--- config.mk ---
export PLATFORM = sky130hd
export DESIGN_NAME = btn_set_ctrl
export DESIGN_NICKNAME = d
export VERILOG_FILES = /design/src/rtl/btn_set_pkg.sv /design/src/rtl/key_hold_timer.sv /design/src/rtl/btn_set_ctrl.sv
export SDC_FILE = /design/constraint.sdc
export NUM_CORES = 1
export LEC_CHECK = 0
export ABC_AREA = 0
export CAP_MARGIN = 0
export CORE_MARGIN = 5
export CORE_UTILIZATION = 55
export DETAILED_ROUTE_END_ITERATION = 8
export PLACE_DENSITY = 0.8
export SLEW_MARGIN = 10
export SYNTH_ARGS = -nofsm -noshare
export SYNTH_HDL_FRONTEND = slang
export SYNTH_SLANG_ARGS = --single-unit
--- constraint.sdc ---
create_clock -name clk -period 6.2 [get_ports clk]
set_clock_uncertainty 0.1 [all_clocks]
set_input_delay 1.86 -clock clk [delete_from_list [all_inputs] [get_ports clk]]
set_output_delay 1.86 -clock clk [all_outputs]
set_load 0.1 [all_outputs]
--- src/rtl/btn_set_pkg.sv ---
// Shared encodings and default timing constants for the watch time-set button controller.
package btn_set_pkg;

  typedef enum logic [1:0] {
    MODE_RUN    = 2'd0,
    MODE_SET_HH = 2'd1,
    MODE_SET_MM = 2'd2,
    MODE_SET_SS = 2'd3
  } mode_e;

  localparam int unsigned DEF_TICK_DIV     = 100000;
  localparam int unsigned DEF_LONG_TICKS   = 1000;
  localparam int unsigned DEF_REPEAT_TICKS = 200;
  localparam int unsigned DEF_BLINK_TICKS  = 250;
  localparam int unsigned DEF_IDLE_TICKS   = 10000;

  // Field order stepped by a short mode press; RUN is left alone.
  function automatic mode_e next_field(input mode_e m);
    case (m)
      MODE_SET_HH: return MODE_SET_MM;
      MODE_SET_MM: return MODE_SET_SS;
      MODE_SET_SS: return MODE_SET_HH;
      default:     return m;
    endcase
  endfunction

endpackage

--- src/rtl/key_hold_timer.sv ---
// Per-key edge detection, short/long press classification and auto-repeat
// for one debounced key level.
module key_hold_timer
  import btn_set_pkg::*;
#(
  parameter int unsigned LONG_TICKS   = DEF_LONG_TICKS,
  parameter int unsigned REPEAT_TICKS = DEF_REPEAT_TICKS
) (
  input  logic clk,
  input  logic rst,
  input  logic tick,
  input  logic key,
  input  logic rep_en,
  output logic rise,
  output logic fall,
  output logic short_evt,
  output logic long_evt,
  output logic rep_evt
);

  localparam int unsigned HOLD_W = $clog2(LONG_TICKS + 1);
  localparam int unsigned REP_W  = $clog2(REPEAT_TICKS + 1);

  logic              prev_q, prev_d;
  logic [HOLD_W-1:0] hold_q, hold_d;
  logic              long_done_q, long_done_d;
  logic [REP_W-1:0]  rep_q, rep_d;

  // NOTE: every signal written here gets a default first, so no path leaves
  // one unassigned and no latch is inferred.
  always_comb begin
    prev_d      = key;
    hold_d      = hold_q;
    long_done_d = long_done_q;
    rep_d       = rep_q;
    long_evt    = 1'b0;
    rep_evt     = 1'b0;

    rise      = key & ~prev_q;
    fall      = ~key & prev_q;
    short_evt = fall & ~long_done_q;

    if (rise) begin
      hold_d = '0;
    end else if (key && tick && (hold_q < HOLD_W'(LONG_TICKS))) begin
      hold_d = hold_q + 1'b1;
      if (hold_q == HOLD_W'(LONG_TICKS - 1)) begin
        long_evt    = 1'b1;
        long_done_d = 1'b1;
      end
    end

    // The long flag must survive until the fall cycle so short_evt can see it.
    if (fall) begin
      long_done_d = 1'b0;
    end

    if (!key) begin
      rep_d = '0;
    end else if (long_done_q && tick && rep_en) begin
      if (rep_q == REP_W'(REPEAT_TICKS - 1)) begin
        rep_d   = '0;
        rep_evt = 1'b1;
      end else begin
        rep_d = rep_q + 1'b1;
      end
    end
  end

  // NOTE: state registers use non-blocking assignments and clear on the
  // asynchronous active-low reset, independent of the clock.
  always_ff @(posedge clk or negedge rst) begin
    if (!rst) begin
      prev_q      <= 1'b0;
      hold_q      <= '0;
      long_done_q <= 1'b0;
      rep_q       <= '0;
    end else begin
      prev_q      <= prev_d;
      hold_q      <= hold_d;
      long_done_q <= long_done_d;
      rep_q       <= rep_d;
    end
  end

endmodule

--- src/rtl/btn_set_ctrl.sv ---
// Time-set button sequencer: prescaler, mode FSM, idle timeout, blink and
// inc/dec arbitration on top of three key_hold_timer instances.
module btn_set_ctrl
  import btn_set_pkg::*;
#(
  parameter int unsigned TICK_DIV     = DEF_TICK_DIV,
  parameter int unsigned LONG_TICKS   = DEF_LONG_TICKS,
  parameter int unsigned REPEAT_TICKS = DEF_REPEAT_TICKS,
  parameter int unsigned BLINK_TICKS  = DEF_BLINK_TICKS,
  parameter int unsigned IDLE_TICKS   = DEF_IDLE_TICKS
) (
  input  logic       clk,
  input  logic       rst,
  input  logic       key_mode,
  input  logic       key_up,
  input  logic       key_dn,
  output logic [1:0] mode,
  output logic       inc,
  output logic       dec,
  output logic       blink
);

  localparam int unsigned PRE_W   = $clog2(TICK_DIV + 1);
  localparam int unsigned BLINK_W = $clog2(BLINK_TICKS + 1);
  localparam int unsigned IDLE_W  = $clog2(IDLE_TICKS + 1);

  logic [PRE_W-1:0]   pre_q, pre_d;
  logic [BLINK_W-1:0] bcnt_q, bcnt_d;
  logic [IDLE_W-1:0]  idle_q, idle_d;
  mode_e              mode_q, mode_d;
  logic               blink_q, blink_d;
  logic               inc_q, inc_d;
  logic               dec_q, dec_d;

  logic tick;
  logic in_set, mode_chg, both_adj, any_edge, idle_expire, adj_ok;

  logic m_rise, m_fall, m_short, m_long, m_rep;
  logic u_rise, u_fall, u_short, u_long, u_rep;
  logic d_rise, d_fall, d_short, d_long, d_rep;

  // Holding both adjust keys freezes their repeat counters.
  assign both_adj = key_up & key_dn;

  key_hold_timer #(.LONG_TICKS(LONG_TICKS), .REPEAT_TICKS(REPEAT_TICKS)) u_key_mode (
    .clk(clk), .rst(rst), .tick(tick), .key(key_mode), .rep_en(1'b0),
    .rise(m_rise), .fall(m_fall), .short_evt(m_short), .long_evt(m_long), .rep_evt(m_rep)
  );

  key_hold_timer #(.LONG_TICKS(LONG_TICKS), .REPEAT_TICKS(REPEAT_TICKS)) u_key_up (
    .clk(clk), .rst(rst), .tick(tick), .key(key_up), .rep_en(~both_adj),
    .rise(u_rise), .fall(u_fall), .short_evt(u_short), .long_evt(u_long), .rep_evt(u_rep)
  );

  key_hold_timer #(.LONG_TICKS(LONG_TICKS), .REPEAT_TICKS(REPEAT_TICKS)) u_key_dn (
    .clk(clk), .rst(rst), .tick(tick), .key(key_dn), .rep_en(~both_adj),
    .rise(d_rise), .fall(d_fall), .short_evt(d_short), .long_evt(d_long), .rep_evt(d_rep)
  );

  logic unused_evts;
  assign unused_evts = &{1'b0, m_rep, u_short, d_short};

  always_comb begin
    tick  = (pre_q == PRE_W'(TICK_DIV - 1));
    pre_d = tick ? '0 : pre_q + 1'b1;

    in_set      = (mode_q != MODE_RUN);
    any_edge    = m_rise | m_fall | u_rise | u_fall | d_rise | d_fall;
    idle_expire = in_set && tick && !any_edge && (idle_q == IDLE_W'(IDLE_TICKS - 1));

    mode_d = mode_q;
    if (m_long) begin
      mode_d = in_set ? MODE_RUN : MODE_SET_HH;
    end else if (m_short && in_set) begin
      mode_d = next_field(mode_q);
    end else if (idle_expire) begin
      mode_d = MODE_RUN;
    end
    mode_chg = (mode_d != mode_q);

    idle_d = idle_q;
    if (!in_set || mode_chg || any_edge) begin
      idle_d = '0;
    end else if (tick) begin
      idle_d = idle_q + 1'b1;
    end

    // A mode change in the same cycle takes precedence over any adjust event.
    adj_ok = in_set && !mode_chg && !both_adj;
    inc_d  = adj_ok && (u_rise || u_long || u_rep);
    dec_d  = adj_ok && (d_rise || d_long || d_rep);

    blink_d = blink_q;
    bcnt_d  = bcnt_q;
    if (!in_set || mode_chg || key_up || key_dn) begin
      blink_d = 1'b0;
      bcnt_d  = '0;
    end else if (tick) begin
      if (bcnt_q == BLINK_W'(BLINK_TICKS - 1)) begin
        bcnt_d  = '0;
        blink_d = ~blink_q;
      end else begin
        bcnt_d = bcnt_q + 1'b1;
      end
    end
  end

  always_ff @(posedge clk or negedge rst) begin
    if (!rst) begin
      pre_q   <= '0;
      bcnt_q  <= '0;
      idle_q  <= '0;
      mode_q  <= MODE_RUN;
      blink_q <= 1'b0;
      inc_q   <= 1'b0;
      dec_q   <= 1'b0;
    end else begin
      pre_q   <= pre_d;
      bcnt_q  <= bcnt_d;
      idle_q  <= idle_d;
      mode_q  <= mode_d;
      blink_q <= blink_d;
      inc_q   <= inc_d;
      dec_q   <= dec_d;
    end
  end

  assign mode  = mode_q;
  assign inc   = inc_q;
  assign dec   = dec_q;
  assign blink = blink_q;

endmodule

; Word level (Yosys, flattened, before mapping)
; Index checks and enable logic that the tools add are counted.
[totals]
reg_bits = 96
input_bits = 5
output_inout_bits = 5
word_cells = 168
[classes]
add_sub_neg = 8
magnitude_cmp = 3
eq_ne = 17
mux = 53
bitwise_logic = 22
n_reduce_logical = 47
[ops]
columns = cell, count
row1 = 8-bit two-way mux, 9
row2 = 10-bit two-way mux, 6
row3 = 1-bit two-way mux, 31
row4 = "10-bit by 1-bit adder with 10-bit output, second input constant", 3
row5 = "10-bit equality test, second input constant", 3
row6 = "10-bit less-than comparator, second input constant", 3
row7 = 14-bit two-way mux, 2
row8 = 2-bit nonzero test, 13
row9 = "8-bit by 1-bit adder with 8-bit output, second input constant", 3
row10 = "8-bit equality test, second input constant", 3
row11 = 1-bit logical AND, 18
row12 = "17-bit by 1-bit adder with 17-bit output, second input constant", 1
row13 = "17-bit equality test, second input constant", 1
row14 = 17-bit two-way mux, 1
row15 = "14-bit by 1-bit adder with 14-bit output, second input constant", 1
row16 = "14-bit equality test, second input constant", 1
row17 = "2-bit by 1-bit inequality test with 1-bit output, second input constant", 5
row18 = 1-bit inverter, 9
row19 = 3-bit AND reduction, 3
row20 = 1-bit AND, 8
row21 = 1-bit logical OR, 8
row22 = 2-bit two-way mux, 3
row23 = 2-bit one-hot mux with 3 select lines, 1
row24 = 1-bit bitwise OR, 5
row25 = 5 further kinds, 9

; Depth between registers and ports, before layout
[depth]
depth_word = 19
mapped_depth = 9

; Hierarchy
; From an unflattened synthesis, not the netlist that was laid out.
[hier_totals]
hier_cells = 589
area_unflattened_um2 = 5854.4
[by_module_without_submodules]
columns = module, n_inst, cells_per_inst, area_per_inst_um2
row1 = key_hold_timer, 3, 114, 1103.6
row2 = btn_set_ctrl, 1, 247, 2543.7

; Worst setup path before layout
; OpenSTA, ideal clock, no wires.
[synth_path]
path_type = input to register
from = input port key_up
to = register bcnt_q[0]
setup_ns = 0.129
arrival_ns = 3.470
required_time_ns = 5.971
setup_slack_ns = 2.500
cell_stages = 7
n_path_buf = 1
cell_sequence = clkbuf_1 xnor2_1 nand3_1 o41ai_1 nand3_1 nand3_1 nor2_1
[synth_between]
elab_chain_cells = 16
word_cells_on_any_way = 19
cone_classes = 1 x eq/ne / 4 x mux / 7 x bitwise / 7 x reduce/logical
[synth_lines]
columns = element, line
row1 = "start, declared", btn_set_ctrl.sv:15  ; input logic key_up,
row2 = 1-bit AND or 1-bit inverter (tied branches), "key_hold_timer.sv:39, key_hold_timer.sv:40"
row3 = 1-bit bitwise OR or 1-bit AND (tied branches), "btn_set_ctrl.sv:68, key_hold_timer.sv:40"
row4 = 1-bit bitwise OR (3 in series), btn_set_ctrl.sv:68  ; any_edge = m_rise | m_fall | u_rise | u_fall | d_rise | d_fall;
row5 = 1-bit logical NOT, btn_set_ctrl.sv:69  ; idle_expire = in_set && tick && !any_edge && (idle_q == IDLE_W'(IDLE_TICKS - 1));
row6 = 1-bit logical AND (2 in series), btn_set_ctrl.sv:69
row7 = 2-bit two-way mux, btn_set_ctrl.sv:76  ; end else if (idle_expire) begin
row8 = 2-bit two-way mux, btn_set_ctrl.sv:74  ; end else if (m_short && in_set) begin
row9 = 2-bit two-way mux, btn_set_ctrl.sv:72  ; if (m_long) begin
row10 = 2-bit inequality test, btn_set_ctrl.sv:79  ; mode_chg = (mode_d != mode_q);
row11 = 1-bit logical OR, btn_set_ctrl.sv:95  ; if (!in_set || mode_chg || key_up || key_dn) begin
row12 = 1-bit logical OR * (2 in series), btn_set_ctrl.sv:95
row13 = 8-bit two-way mux or 2-bit nonzero test (tied branches), n/a
row14 = "end signal, assigned", btn_set_ctrl.sv:119  ; bcnt_q <= bcnt_d;
row15 = "end, declared", btn_set_ctrl.sv:28  ; logic [BLINK_W-1:0] bcnt_q, bcnt_d;
; Mark *: on every way between the ends. The rest lies on a longest branch, timed or not.
; A chain may end at the register's enable or synchronous reset.

; Worst setup path in the final report
[layout_path]
from = input port key_mode
to = register idle_q[8]
[layout_between]
elab_chain_cells = 17
word_cells_on_any_way = 25
cone_classes = 1 x eq/ne / 6 x mux / 9 x bitwise / 9 x reduce/logical
[layout_lines]
columns = element, line
row1 = "start, declared", btn_set_ctrl.sv:14  ; input logic key_mode,
row2 = 1-bit inverter, key_hold_timer.sv:40  ; fall = ~key & prev_q;
row3 = 1-bit AND, key_hold_timer.sv:40
row4 = 1-bit bitwise OR (5 in series), btn_set_ctrl.sv:68
row5 = 1-bit logical NOT, btn_set_ctrl.sv:69
row6 = 1-bit logical AND (2 in series), btn_set_ctrl.sv:69
row7 = 2-bit two-way mux, btn_set_ctrl.sv:76
row8 = 2-bit two-way mux, btn_set_ctrl.sv:74
row9 = 2-bit two-way mux, btn_set_ctrl.sv:72
row10 = 2-bit inequality test, btn_set_ctrl.sv:79
row11 = 1-bit logical OR, btn_set_ctrl.sv:82  ; if (!in_set || mode_chg || any_edge) begin
row12 = 1-bit logical OR *, btn_set_ctrl.sv:82
row13 = 14-bit two-way mux or 2-bit nonzero test (tied branches), n/a
row14 = "end signal, assigned", btn_set_ctrl.sv:120  ; idle_q <= idle_d;
row15 = "end, declared", btn_set_ctrl.sv:29  ; logic [IDLE_W-1:0] idle_q, idle_d;
; Marks and branches as above.

==> results.yml <==
status:
  status: "finished, final reports clean"
route:
  wl_per_cell_um: 15.17
  drtAntennaViolNets: 0
  routed-via-count: 3927
  first_pass_iters: 4
  post-route-drc-count: 0
  drt_iter0_markers: 291
  via_per_inst: 5.950
  finalWirelength_mm: 10.02
floorplanning:
  pin_count: 10
  num_rows: 34
  die_area_mm2: 0.01109
  die_w_um: 105.3
  die_y_um: 105.3
  core_mm2: 0.008806
  start_util_pct: 56.73
worst_setup_path:
  end_kind: "flop"
  worstReg2RegEnd: "u_key_mode.hold_q[5]"
  cp.arrival_ns: 4.42
  worstSetupPathType: "in2reg"
  cp.required_ns: 6.34
  rrSetupSlack_ns: 3.15
  regToRegStartpoint: "pre_q[12]"
  crit_start: "key_mode"
  worstRegToRegCells: 6
  crit_path_start_kind: "primary input"
  endpoint: "idle_q[8]"
  crit_fanout: 12
timing:
  post-route-worst-setup-slack_ns: 1.925
  hold_violations: 0
  grt_setup_unrepaired: "false"
  worst_pin_slew_ns: 1.002
  relSlewSlack_pct: 32.55
  max_freq_mhz: 233.9
  tns_ns: 0
  setup_violations: 0
  drv_slew: 0
  min_period_ns: 4.275
  timing.final.crit_share_pct: 68.96
power_and_ir_drop:
  pwr-share-clk_pct: 39.0
  p_switching_w: 0.0003691
  p_int_w: 0.0009988
  power_leakage_nw: 2.304
  peakVddDrop_mv: 0.1216
  power_density_mw_per_mm2: 250.8
  power_frac_seq_pct: 47.3
  switching_share_pct: 26.98
  comb_power_share_pct: 13.7
logic_synthesis:
  syn_avg_cell_area_um2: 9.304
  seq_area_frac_synth_pct: 48.08
  synthCells: 537
  synth_edf_count: 0
  synth_top_area_share_pct: 48.08
  syn-num-nets: 556
  yosys-top-cells-area: "dfrtp_1 (48%), nor2_1 (5.9%), xor2_1 (5.8%), xnor2_1 (4.0%), nand2_1 (3.9%)"
  yosysWarnings: 0
  synth_top_cell_by_area: "dfrtp_1"
  async_flop_share_pct: 100.0
  syn-cell-area_mm2: 0.004996
  synthDistinctLibCells: 45
  ys.flop_type: "dfrtp_1"
  synth-seq-cells: 96
min_path:
  whs_path_depth: 1
  hold_class: "reg2reg"
clocking:
  cts-resized-gates: 0
  cts_buffers: 9
  cts_sinks: 96
  clk_pin_slew_worst_paths_ns: 0.08
  clockBufferDepth: 2
  clock_latency_ns: 0.37
  cts_hold_buf: 0
  post_cts_buffers: 0
  cts_tree: "yes"
  cts_root_buf: "clkbuf_8"
  htreeDepth: 3
layout:
  nNetsFinal: 566
  nFillCells: 723
  antennaDiodeCount: 0
  drive_gt1_share_pct: 4.891
  area.growth.synth_to_final_pct: 9.191
place:
  dp_slack_ns: 1.645
  finalWeightedCongestion: 0.8815
  hpwl_mm: 6.928
  port_buffers: 9
global_routing:
  grt_usage_pct: 19.30
  grt_pass1_vias: 3892
  antenna_found_initial: 0
  grt-ovfl-total: 0
  grt_max_degree: 50
  grt_pass1_wl_mm: 17.80
run:
  maxCapViolations: 0
==> cell families after synthesis <==
family | Yosys count | synth area share [%]
mux | 2 | 0.4007
fa+ha+maj | 14 | 3.506
flops | 96 | 48.08
compound gates | 68 | 7.764
xor+xnor | 56 | 9.817
simple gates | 277 | 28.47
buf+inv | 24 | 1.953
==> state kept, by name, summed over array words and instances (netlist names), 8 cells and up <==
signal             flops
u_key_up.hold_q       10
u_key_up.rep_q         8
u_key_mode.hold_q     10
u_key_dn.rep_q         8
bcnt_q                 8
u_key_dn.hold_q       10
idle_q                14
pre_q                 17
==> worst max-delay path: stages <==
cell             delay [ns]
clkdlybuf4s50_1        0.50
ha_1                   0.38
nand4b_1               0.24
nor3_1                 0.14
and4_1                 0.34
mux2i_1                0.34
nand2_1                0.23
nor4_1                 0.38
==> synth_stat cells, drive strengths merged (8+ instances only) <==
cell type and count:
inv 12, nand3 37, nand4 16, nor2 79, ha 14, clkbuf 8
o21ai 16, nor3 19, a21oi 32, xnor2 23, nor4 11, or3 8
nand2 54, and3 17, xor2 33, dfrtp 96
==> through the flow <==
step / util (%) / hold slack, ns / cell area (um^2) / instances / power (W)
2_1_floorplan: - / 0.3479 / 4996 / 537 / 0.0007862
4_1_cts: 61.95 / 0.4192 / 5455 / 660 / 0.001378
6_report: 61.95 / 0.4160 / 5455 / 660 / 0.001368
3_5_place_dp: 58.91 / 0.3918 / 5187 / 644 / 0.0008443
5_1_grt: 61.95 / 0.4417 / 5455 / 660 / 0.001423
3_3_place_gp: 58.91 / 0.3679 / 5187 / 644 / 0.0008371
==> layer usage <==
metal / GRT usage (%) / part of all wire (%) / up-vias
li1: - / - / 1901
met1: 24.97 / 45 / 1950
met2: 32.56 / 51 / 66
met3: 3.851 / 3.0 / 10
met4: 6.373 / 1.2 / 0
met5: 0 / 0 / -
==> power groups by stage <==
stage,registers (W),logic [W],clock network [W]
6_report,0.000647,0.000188,0.000533
5_1_grt,0.000648,0.000205,0.000570
4_1_cts,0.000646,0.000186,0.000545
3_5_place_dp,0.000659,0.000186,0
3_3_place_gp,0.000659,0.000179,0
2_1_floorplan,0.000708,0.0000784,0
==> layout by cell type (no fill, tap or decap), types with 2 or more instances in the layout <==
master and instances:
nor3b_1 4, xor2_1 33, nand2_2 2, nor4_1 9
inv_1 12, nor2b_1 5, nor2_1 79, o211ai_1 2
o41ai_1 2, nor4b_1 4, nand2_1 52, or3_1 8
buf_4 3, or4_1 2, and2_1 5, clkbuf_8 10
xnor2_1 23, o21a_1 4, ha_1 14, o21ai_0 16
bufinv_16 4, a21oi_1 32, mux2i_1 2, clkdlybuf4s50_1 8
and4_1 6, clkinv_2 2, a31oi_1 6, dfrtp_1 96
and3_1 17, nand4b_1 4, nand3_1 36, nand4_1 16
nor3_1 19
==> worst min path at each step <==
stage	start	end	slack, ns
final	pre_q[0]	pre_q[0]	0.42
after global routing	u_key_dn.rep_q[7]	u_key_dn.rep_q[7]	0.44
after CTS	pre_q[0]	pre_q[0]	0.42
after detailed placement	u_key_dn.rep_q[7]	u_key_dn.rep_q[7]	0.39
after global placement	pre_q[0]	pre_q[0]	0.37
after floorplan	pre_q[0]	pre_q[0]	0.35
==> final cells by class <==
class | instances | area, um^2 | share of cell area [%]
Timing Repair Buffer | 11 | 102.6 | 1.881
Sequential cell | 96 | 2402 | 44.04
Tap cell | 108 | 135.1 | 2.477
Clock inverter | 6 | 130.1 | 2.385
Multi-Input combinational cell | 417 | 2502 | 45.87
Clock buffer | 10 | 137.6 | 2.523
Inverter | 12 | 45.04 | 0.8257
(Power assumes the default switching activity.)
